--- config.mk ---
export PLATFORM = sky130hd
export DESIGN_NAME = ps2_key_ctrl
export DESIGN_NICKNAME = d
export VERILOG_FILES = /design/src/rtl/ps2_key_pkg.sv /design/src/rtl/ps2_key_evq.sv /design/src/rtl/ps2_key_ctrl.sv
export SDC_FILE = /design/constraint.sdc
export NUM_CORES = 1
export LEC_CHECK = 0
export ABC_CLOCK_PERIOD_IN_PS = 7350
export BUFFER_PORTS_ARGS = -buffer_cell sky130_fd_sc_hd__buf_2
export CORE_MARGIN = 3
export CORE_UTILIZATION = 49
export CTS_CLUSTER_SIZE = 25
export DETAILED_ROUTE_END_ITERATION = 8
export PLACE_DENSITY = 0.73
export SLEW_MARGIN = 5
export SYNTH_ARGS = -nofsm -noshare
export SYNTH_HDL_FRONTEND = slang
export SYNTH_HIERARCHICAL = 1
export SYNTH_SLANG_ARGS = --single-unit
export TNS_END_PERCENT = 5
--- constraint.sdc ---
create_clock -name clock -period 7.35 [get_ports clock]
set_input_delay 0 -clock clock [delete_from_list [all_inputs] [get_ports clock]]
set_output_delay 0 -clock clock [all_outputs]
set_load 0.01 [all_outputs]
--- src/rtl/ps2_key_pkg.sv ---
// ps2_key_pkg: shared types and constants for the PS/2 key-event controller.
// Holds the decoder state enum, set-2 prefix/control byte values, the
// 16-bit key-event layout and the default MMIO addresses.
package ps2_key_pkg;

    typedef enum logic [2:0] {
        ST_IDLE,
        ST_E0,
        ST_F0,
        ST_E0F0,
        ST_SKIP
    } key_state_t;

    localparam logic [7:0] BYTE_E0 = 8'hE0;
    localparam logic [7:0] BYTE_F0 = 8'hF0;
    localparam logic [7:0] BYTE_E1 = 8'hE1;
    localparam logic [7:0] BYTE_AA = 8'hAA;
    localparam logic [7:0] BYTE_FA = 8'hFA;
    localparam logic [7:0] BYTE_EE = 8'hEE;
    localparam logic [7:0] BYTE_FE = 8'hFE;
    localparam logic [7:0] BYTE_FF = 8'hFF;
    localparam logic [7:0] BYTE_12 = 8'h12;

    // Pause arrives as E1 followed by seven more bytes that carry no extra information.
    localparam logic [2:0] PAUSE_SKIP = 3'd7;

    localparam int EV_WIDTH    = 16;
    localparam int EV_DOWN_BIT = 15;
    localparam int EV_EXT_BIT  = 8;

    localparam logic [31:0] PS2_ADDR_DEFAULT = 32'hA000_0060;
    localparam logic [31:0] KEY_ADDR_DEFAULT = 32'hA000_0064;

    function automatic logic [EV_WIDTH-1:0] make_event(input logic down, input logic ext,
                                                       input logic [7:0] code);
        logic [EV_WIDTH-1:0] ev;
        ev              = '0;
        ev[EV_DOWN_BIT] = down;
        ev[EV_EXT_BIT]  = ext;
        ev[7:0]         = code;
        return ev;
    endfunction

    // Keyboard status/acknowledge bytes that never describe a key.
    function automatic logic is_ignored(input logic [7:0] b);
        return (b inside {BYTE_AA, BYTE_FA, BYTE_EE, BYTE_FE, BYTE_FF, 8'h00});
    endfunction

endpackage

--- src/rtl/ps2_key_evq.sv ---
// ps2_key_evq: count-based synchronous FIFO holding decoded key events.
// Pointers wrap naturally; full and empty are told apart by the count.
module ps2_key_evq
    import ps2_key_pkg::*;
#(
    parameter int unsigned DEPTH = 16,
    parameter int unsigned WIDTH = EV_WIDTH
) (
    input  logic                   clock,
    input  logic                   reset,
    input  logic                   push,
    input  logic [WIDTH-1:0]       din,
    input  logic                   pop,
    output logic [WIDTH-1:0]       head,
    output logic [$clog2(DEPTH):0] count
);

    localparam int AW = $clog2(DEPTH);
    localparam int CW = $clog2(DEPTH) + 1;
    localparam logic [CW-1:0] FULL_COUNT = CW'(DEPTH);

    logic [WIDTH-1:0] mem [DEPTH];
    logic [AW-1:0]    wr_ptr;
    logic [AW-1:0]    rd_ptr;
    logic             do_push;
    logic             do_pop;

    assign do_pop  = pop && (count != '0);
    assign do_push = push && ((count != FULL_COUNT) || do_pop);
    assign head    = mem[rd_ptr];

    // Event storage; contents are only meaningful below the count, so no reset.
    always_ff @(posedge clock) begin
        if (do_push) begin
            mem[wr_ptr] <= din;
        end
    end

    // Pointer and occupancy bookkeeping; a simultaneous push and pop leaves the count alone.
    always_ff @(posedge clock or negedge reset) begin
        if (!reset) begin
            wr_ptr <= '0;
            rd_ptr <= '0;
            count  <= '0;
        end else begin
            if (do_push) begin
                wr_ptr <= wr_ptr + 1'b1;
            end
            if (do_pop) begin
                rd_ptr <= rd_ptr + 1'b1;
            end
            case ({do_push, do_pop})
                2'b10:   count <= count + 1'b1;
                2'b01:   count <= count - 1'b1;
                default: count <= count;
            endcase
        end
    end

endmodule

--- src/rtl/ps2_key_ctrl.sv ---
// ps2_key_ctrl: polls the PS/2 receiver, folds set-2 prefix bytes into whole
// key events and queues them for the CPU.
// Optional build macro PS2_KEY_REPEAT_FILTER_EN: keep a pressed-key map and
// drop typematic repeat makes of keys that are already down.
module ps2_key_ctrl
    import ps2_key_pkg::*;
#(
    parameter int unsigned POLL_DIV  = 16,
    parameter int unsigned EVQ_DEPTH = 16,
    parameter logic [31:0] PS2_ADDR  = PS2_ADDR_DEFAULT,
    parameter logic [31:0] KEY_ADDR  = KEY_ADDR_DEFAULT
) (
    input  logic                       clock,
    input  logic                       reset,
    output logic                       ps2_rvalid,
    output logic [31:0]                ps2_raddr,
    input  logic [31:0]                ps2_rdata,
    input  logic                       cpu_rvalid,
    input  logic [31:0]                cpu_raddr,
    output logic [31:0]                cpu_rdata,
    output logic [$clog2(EVQ_DEPTH):0] evq_count
);

    localparam int CW = $clog2(EVQ_DEPTH) + 1;
    localparam logic [15:0]   POLL_LAST  = 16'(POLL_DIV - 1);
    localparam logic [CW-1:0] FULL_COUNT = CW'(EVQ_DEPTH);

    logic [15:0]         poll_cnt;
    logic                run_q;
    logic                at_wrap;
    logic                evq_full;
    logic                poll_fire;
    logic [7:0]          rx_byte;
    key_state_t          state_q;
    key_state_t          state_d;
    logic [2:0]          skip_q;
    logic [2:0]          skip_d;
    logic                raw_push;
    logic                raw_is_pause;
    logic [EV_WIDTH-1:0] raw_event;
    logic                ev_push;
    logic                cpu_hit;
    logic                evq_nonempty;
    logic                ev_pop;
    logic [EV_WIDTH-1:0] evq_head;
    logic                unused_rdata_hi;

    assign at_wrap         = (poll_cnt == POLL_LAST);
    assign evq_full        = (evq_count == FULL_COUNT);
    assign poll_fire       = run_q && at_wrap && !evq_full;
    assign ps2_rvalid      = poll_fire;
    assign ps2_raddr       = poll_fire ? PS2_ADDR : 32'h0;
    assign rx_byte         = ps2_rdata[7:0];
    assign unused_rdata_hi = ^ps2_rdata[31:8];

    // Poll divider; it parks on its last value while the queue is full so the poll fires as soon as room appears.
    always_ff @(posedge clock or negedge reset) begin
        if (!reset) begin
            poll_cnt <= '0;
            run_q    <= 1'b0;
        end else begin
            run_q <= 1'b1;
            if (at_wrap) begin
                if (!evq_full) begin
                    poll_cnt <= '0;
                end
            end else begin
                poll_cnt <= poll_cnt + 16'd1;
            end
        end
    end

    // Prefix decoder: consumes one polled byte per poll and decides whether it completes an event.
    always_comb begin
        state_d      = state_q;
        skip_d       = skip_q;
        raw_push     = 1'b0;
        raw_is_pause = 1'b0;
        raw_event    = '0;
        if (poll_fire && (rx_byte != 8'h00)) begin
            case (state_q)
                ST_IDLE: begin
                    if (rx_byte == BYTE_E0) begin
                        state_d = ST_E0;
                    end else if (rx_byte == BYTE_F0) begin
                        state_d = ST_F0;
                    end else if (rx_byte == BYTE_E1) begin
                        state_d = ST_SKIP;
                        skip_d  = PAUSE_SKIP;
                    end else if (!is_ignored(rx_byte)) begin
                        raw_push  = 1'b1;
                        raw_event = make_event(1'b1, 1'b0, rx_byte);
                    end
                end
                ST_E0: begin
                    if (rx_byte == BYTE_F0) begin
                        state_d = ST_E0F0;
                    end else if (rx_byte != BYTE_E0) begin
                        state_d = ST_IDLE;
                        if (rx_byte != BYTE_12) begin
                            raw_push  = 1'b1;
                            raw_event = make_event(1'b1, 1'b1, rx_byte);
                        end
                    end
                end
                ST_F0: begin
                    if (rx_byte != BYTE_F0) begin
                        state_d   = ST_IDLE;
                        raw_push  = 1'b1;
                        raw_event = make_event(1'b0, 1'b0, rx_byte);
                    end
                end
                ST_E0F0: begin
                    state_d = ST_IDLE;
                    if (rx_byte != BYTE_12) begin
                        raw_push  = 1'b1;
                        raw_event = make_event(1'b0, 1'b1, rx_byte);
                    end
                end
                ST_SKIP: begin
                    skip_d = skip_q - 3'd1;
                    if (skip_q == 3'd1) begin
                        state_d      = ST_IDLE;
                        raw_push     = 1'b1;
                        raw_is_pause = 1'b1;
                        raw_event    = make_event(1'b1, 1'b1, BYTE_E1);
                    end
                end
                default: begin
                    state_d = ST_IDLE;
                end
            endcase
        end
    end

    // Decoder state and Pause skip count; reset throws away any half-received prefix.
    always_ff @(posedge clock or negedge reset) begin
        if (!reset) begin
            state_q <= ST_IDLE;
            skip_q  <= '0;
        end else begin
            state_q <= state_d;
            skip_q  <= skip_d;
        end
    end

`ifdef PS2_KEY_REPEAT_FILTER_EN
    logic [511:0] pressed_q;
    logic [8:0]   map_idx;
    logic         filt_drop;

    assign map_idx   = {raw_event[EV_EXT_BIT], raw_event[7:0]};
    assign filt_drop = raw_push && !raw_is_pause && raw_event[EV_DOWN_BIT] && pressed_q[map_idx];
    assign ev_push   = raw_push && !filt_drop;

    // Pressed-key map: makes set their bit, breaks clear it; Pause never touches it.
    always_ff @(posedge clock or negedge reset) begin
        if (!reset) begin
            pressed_q <= '0;
        end else if (ev_push && !raw_is_pause) begin
            pressed_q[map_idx] <= raw_event[EV_DOWN_BIT];
        end
    end
`else
    logic unused_pause;

    assign unused_pause = raw_is_pause;
    assign ev_push      = raw_push;
`endif

    assign cpu_hit      = (cpu_raddr == KEY_ADDR);
    assign evq_nonempty = (evq_count != '0);
    assign ev_pop       = cpu_rvalid && cpu_hit && evq_nonempty;
    assign cpu_rdata    = (cpu_hit && evq_nonempty) ? {16'h0, evq_head} : 32'h0;

    ps2_key_evq #(
        .DEPTH (EVQ_DEPTH),
        .WIDTH (EV_WIDTH)
    ) u_evq (
        .clock (clock),
        .reset (reset),
        .push  (ev_push),
        .din   (raw_event),
        .pop   (ev_pop),
        .head  (evq_head),
        .count (evq_count)
    );

endmodule

==> results.toml, run 1 <==
[final_layout]
fin_nets = 974
area_delta_synth_final_pct = 13.5
antennaDiodeCount = 0
fillers = 1902
final_cells = 1249
layout-drive-gt1-share_pct = 22.0

[route]
first_pass_iters = 6
drcViolationCount = 0
finalWirelength_um = 25000
vias = 6768
wl_per_cell_um = 20.0
detailedRoute.firstIterationViolations = 543
postRouteAntennaNets = 0
vias_per_cell = 5.42

[logic_synthesis]
ys_top_cells_by_count = "256 x edfxtp_1, 67 x mux4_2, 54 x buf_4"
synth_xor_area_share_pct = 1.57
syn_area_per_cell_um2 = 17.8
synth_most_common_cell = "edfxtp_1"
netlist_area_um2 = 12800
ys_seq_area_share_pct = 66.9
synthAdderAreaFrac_pct = 1.23
synthCells = 723
async_reset_ff_share_pct = 12.3
synth-edff-count = 256
synth_compound_area_share_pct = 3.30
ys_types = 64
synthTopCellsByArea = "edfxtp_1 60%, mux4_2 12%, dfrtp_1 7.0%"
synth_ff_type = "edfxtp_1"
yosysTopAreaCell = "edfxtp_1"
yosysTopAreaCellShare_pct = 59.9
synthSimpleGateAreaFrac_pct = 7.01
synth_top_family_by_area = "multiplexers"
ys_ff_latch = 292
ys_warn_count = 6
muxShareOfSynthArea_pct = 14.7

[timing]
period_needed_ns = 4.12
finalMaxSlewViolations = 0
finalSetupTns_ns = 0
rsz0062_at_grt = "false"
fin_skew_ns = 0.0224
hold_ws_ns = 0.0339
relSlewSlack_pct = 21.5
tightest_slew_ns = 1.18
setup_viol = 0
setup_ws_ns = 3.23
fmax_mhz = 243
hold_viol = 0
period_share_pct = 56.0

[critical_path]
reg2reg_depth = 8
cp.required_ns = 7.51
path_class = "reg2reg"
critPathLaunch = "state_q[2]"
crit_fanout = 20
start_kind = "flop"
arrival_ns = 4.28
crit_path_end_kind = "flop"
r2r_end = "u_evq/mem[0][1]"
rrSetupSlack_ns = 3.23
r2r_start = "state_q[2]"

[global_route]
antenna_found_initial = 0
use_met2_pct = 28.0
top_usage_layer = "met2"
met1_usage_pct = 26.1
met3_usage_pct = 3.24
grt_max_degree = 68
overflow = 0
grt_pass1_vias = 6760
grt_use_total_pct = 17.7
grt_first_pass_wirelength_um = 38600

[clock_network]
clk_path_buf_depth = 3
h-tree-depth = 1
cts_resized = 0
cts_setup_buffers = 0
clk_latency_ns = 0.56
cts_sinks = 292
hold_buffers = 7
cts-root-buf = "clkbuf_16"
cts_buffers = 30
cts_tree = "done"
cts.clk_slew.worst_paths_ns = 0.06

[worst_hold_path]
min_from = "ps2_rdata[2]"
holdPathStages = 5
hold_end = "state_q[1]"
min-delay-path-class = "in2reg"

[flow_run]
maxCapViolCount = 0

[status]
status = "finished, final reports clean"

[die]
rows = 58
num_io_pins = 137
start_util_pct = 50.4
die_area_um2 = 28200
die_x_um = 168
die_y_um = 168
core_area_um2 = 25500

[placement]
hpwl_um = 14500
dp_cells = 1186
finalWeightedCongestion = 0.859
pre_cts_ws_ns = 3.34
portBuffers = 68

[pwr]
peakVddDrop_uv = 155
p_per_area_nw_per_um2 = 231
leakage_uw = 0.00493
state kept, by name, summed over array words and instances, names as in the netlist:
register and count:
u_evq/mem 256, poll_cnt 16, u_evq/count 5, u_evq/rd_ptr 4, u_evq/wr_ptr 4, skip_q 3, state_q 3, run_q 1
routing by layer:
metal,up-vias,wire (um)
li1,3054,-
met1,3373,10800
met2,300,11800
met3,41,1840
met4,0,574
met5,-,0
worst max path at each step:
stage,end,slack (ns),depth (start not counted)
6_report,u_evq/mem[0][1],3.23,8
5_1_grt,u_evq/mem[3][7],2.98,8
4_1_cts,u_evq/mem[14][15],3.32,8
3_5_place_dp,u_evq/mem[14][11],3.34,8
3_3_place_gp,u_evq/mem[4][12],3.38,8
2_1_floorplan,u_evq/count[3],3.90,16
report_power, final:
part / switching [uW] / internal, uW / total (uW)
sequential: 15.7 / 1800 / 1820
clock: 620 / 818 / 1440
combinational: 69.4 / 40.5 / 110
stage by stage:
stage                     utilization, %  total power, uW  area [um2]
after floorplan                        -             1930       13400
after global placement              53.2             1950       13500
after detailed placement            53.2             1950       13500
after CTS                           57.2             3390       14600
after global routing                57.2             3480       14600
final                               57.2             3360       14600
kinds of logic after synthesis:
group                      after synthesis
DFF                                    292
and+or+nand+nor                        155
buffers and inverters                   94
muxes                                   84
AOI/OAI and AO/OA                       61
xor gates and xnor gates                23
adders and majority gates               12
other                                    2
worst max-delay path, cell delays in order, from the launching register on:
cell      delay, ns
dfrtp_1        0.59
clkinv_1       0.33
nor3_1         0.69
nor2_1         0.15
a31oi_1        0.18
buf_4          0.27
nand2_1        0.14
nor3_1         0.37
and2_1         0.99
placed cells by master, fill, tap and decap left out, types with 9 or more instances in the layout:
cell type	synthesis	routed
a21oi_1	18	18
and2_1	37	37
buf_2	8	68
clkbuf_16	0	30
clkinv_1	1	13
conb_1	2	141
dfrtp_1	36	34
edfxtp_1	256	256
ha_1	11	11
inv_1	14	14
mux4_1	13	13
mux4_2	67	67
nand2_1	19	19
nand3_1	15	15
nand4_1	9	9
nor2_1	26	26
nor4_1	10	10
o21ai_0	12	12
xnor2_1	16	16
final cells by class:
type / instances / area, um2 / share of cell area [%]
Clock buffer: 32 / 758 / 5.21
Clock inverter: 24 / 190 / 1.31
Inverter: 15 / 56.3 / 0.387
Multi-Input combinational cell: 476 / 4110 / 28.2
Sequential cell: 292 / 8590 / 59.0
Tap cell: 330 / 413 / 2.83
Timing Repair Buffer: 80 / 448 / 3.08
No activity file was read; power rests on OpenSTA's default activity.
==> run 2, diff against run 1 <==
ABC_AREA = 1   (was not set)
ABC_CLOCK_PERIOD_IN_PS = 3350   (was 7350)
PLACE_DENSITY = 0.76   (was 0.73)
clock period = 3.35 ns   (was 7.35 ns; I/O delays follow)
==> run 2 against run 1 <==
Setup slack worse by 2.9 ns. Die area is 4.6% higher. Sequential share of layout area is 3.0 points lower. Synthesized cell count is 69% higher. Wire length is 12% higher. Sequential cell count stayed put. Register-to-register slack worse by 2.9 ns. Combinational power is 10% lower. Via count is 34% higher. First-iteration DRC count is 49% higher. Largest cell class unchanged. Highest routed layer unchanged.
==> results.toml, run 2 <==
[status]
status = "finished, final reports clean"

[critical_path]
start_kind = "flop"
cpMaxStageDelayCell = "dfrtp_1"
cp_num_buf_inv = 5
critical_path.max_stage_delay_ns = 0.39
cp.required_ns = 3.78
path_class = "reg2reg"
worstPathCellList = "ha_1 > nand2_1 > inv_2 > nand2_2 > nor2_1 > nand2_1 > nor2_4 > nand2_2 > inv_2 > nand2_2 > nor2_1 > inv_1 > nand2_2 > inv_1 > ha_1 > a21oi_1 > nand3_1 > nand2_1 > nand3_1 > nand2_1 > inv_1"
r2r_start = "poll_cnt[0]"
critPathTopFamily = "simple AND/OR/NAND/NOR gates"
arrival_ns = 3.42
critPathLaunch = "poll_cnt[0]"
crit_path_end_kind = "flop"
crit_fanout = 7

[logic_synthesis]
yosysTopAreaCellShare_pct = 57.2
ys_warn_count = 6
synthCells = 1225
yosysTopAreaCell = "edfxtp_1"
async_reset_ff_share_pct = 12.3
netlist_area_um2 = 13400
ys_seq_area_share_pct = 63.9
syn_area_per_cell_um2 = 11.0
synthTopCellsByArea = "edfxtp_1 57%, dfrtp_1 6.7%, nor2_1 6.5%"
synth_ff_type = "edfxtp_1"
ys_ff_latch = 292
synth_most_common_cell = "edfxtp_1"
synth-edff-count = 256
ys_types = 41
ys_top_cells_by_count = "256 x edfxtp_1, 233 x nor2_1, 103 x o21ai_0"

[route]
vias_per_cell = 5.13
vias = 9070
drcViolationCount = 0
first_pass_iters = 5
finalWirelength_um = 28000
postRouteAntennaNets = 0
detailedRoute.firstIterationViolations = 810
wl_per_cell_um = 15.9

[final_layout]
area_delta_synth_final_pct = 14.2
layout_common_cells = "256 x edfxtp_1, 233 x nor2_1, 141 x conb_1, 103 x o21ai_0, 95 x inv_1"
largestRegisters = "u_evq/mem x256, poll_cnt x16, u_evq/count x5"
largest_reg_flops = 256
fin_nets = 1481
layout-drive-gt1-share_pct = 14.2
regMostFlops = "u_evq/mem"
final_common_cell = "edfxtp_1"

[global_route]
grt_first_pass_wirelength_um = 45200
antenna_found_initial = 0
grt_max_degree = 146
grt_use_total_pct = 19.3
overflow = 0
grt_pass1_vias = 8859

[pwr]
p_per_area_nw_per_um2 = 473
peakVddDrop_uv = 269
leakage_uw = 0.00587

[clock_network]
clk_path_buf_depth = 3
cts_buffers = 29
cts_setup_buffers = 0
hold_buffers = 2
cts.clk_slew.worst_paths_ns = 0.06
cts-root-buf = "clkbuf_16"
cts_sinks = 292
cts_tree = "done"
clk_latency_ns = 0.54
cts_resized = 0
h-tree-depth = 1

[placement]
hpwl_um = 17800
portBuffers = 68
finalWeightedCongestion = 0.859
pre_cts_ws_ns = 0.354

[worst_hold_path]
min_from = "ps2_rdata[4]"
min-delay-path-class = "in2reg"

[timing]
setup_viol = 0
relSlewSlack_pct = 42.2
period_share_pct = 89.4
setup_ws_ns = 0.356
period_needed_ns = 2.99
tightest_slew_ns = 0.866
fmax_mhz = 334
hold_viol = 0
fin_skew_ns = 0.0178
finalMaxSlewViolations = 0
rsz0062_at_grt = "false"
finalSetupTns_ns = 0

[die]
die_x_um = 172
start_util_pct = 49.9
core_area_um2 = 27000
rows = 60
num_io_pins = 137
die_area_um2 = 29500
die_y_um = 172

[flow_run]
maxCapViolCount = 0
-- run 2: changes by cell type after synthesis, sizes merged, moves of 10 or more --
cell / previous run / this run
inv: 14 / 103
a21oi: 18 / 34
nor2: 26 / 249
nand3: 15 / 58
clkbuf: 7 / 22
and2: 37 / 2
buf: 71 / 81
xnor2: 16 / 2
o21ai: 15 / 145
nand2: 19 / 104
o211ai: 1 / 68
mux4: 80 / 0
-- run 2: worst reg2reg max path: stages, from the launching register on --
cell and delay [ns]:
dfrtp_1 0.39, ha_1 0.18, nand2_1 0.06, inv_2 0.06, nand2_2 0.07, nor2_1 0.10, nand2_1 0.13, nor2_4 0.16
nand2_2 0.11, inv_2 0.09, nand2_2 0.09, nor2_1 0.26, inv_1 0.11, nand2_2 0.12, inv_1 0.08, ha_1 0.33
a21oi_1 0.19, nand3_1 0.09, nand2_1 0.09, nand3_1 0.06, nand2_1 0.08, inv_1 0.04
-- run 2: kinds of logic after synthesis --
group,after synthesis,synth area share [%]
adder cells (fa/ha/maj),12,1.17
AND/OR/NAND/NOR,443,14.7
XOR/XNOR,17,1.11
buffers and inverters,207,8.35
AO/OA/AOI/OAI,252,10.7
other,2,0.0559
flip-flops,292,63.9
-- run 2: layout make-up --
cell class	instances	area (um2)
Antenna cell	1	2.50
Inverter	104	393
Sequential cell	292	8590
Multi-Input combinational cell	865	4270
Timing Repair Buffer	110	698
Tap cell	341	427
Fill cell	2153	11600
Clock inverter	22	231
Clock buffer	32	737
-- run 2: final timing paths --
kind / to / slack, ns / depth (start not counted)
min reg2reg: poll_cnt[15] / 0.50 / 1
max reg2reg: u_evq/count[4] / 0.36 / 21
min: state_q[1] / 0.06 / 7
min in group asynchronous: poll_cnt[13] / 0.11 / 2
max: u_evq/count[4] / 0.36 / 21
max in group asynchronous: u_evq/rd_ptr[0] / 2.62 / 2
-- run 2: power by group --
group	switching [uW]	internal (uW)	total, uW	leakage, uW
sequential	0.648	3920	3920	0.00240
combinational	71.7	27.1	98.7	0.00301
clock	1340	1900	3240	0.000457
total	1410	5850	7270	0.00587
-- run 2: metrics by stage --
| stage | cell area [um2] | power (uW) | hold slack [ns] | utilization [%] | instances |
|---|---|---|---|---|---|
| 2_1_floorplan | 14000 | 4090 | -0.296 | - | 1364 |
| 3_3_place_gp | 14400 | 4090 | 0.148 | 53.3 | 1710 |
| 3_5_place_dp | 14400 | 4090 | 0.144 | 53.3 | 1710 |
| 4_1_cts | 15400 | 7310 | 0.0451 | 57.0 | 1766 |
| 5_1_grt | 15400 | 7500 | 0.100 | 57.0 | 1766 |
| 6_report | 15400 | 7270 | 0.0599 | 57.0 | 1767 |
-- run 2: per-layer routing --
layer	GRT usage, %	part of all wire, %	up-vias
met5	0	0	-
met1	26.1	43	4295
met4	5.25	1.9	0
li1	-	-	4427
met2	32.6	49	305
met3	3.03	6.8	43
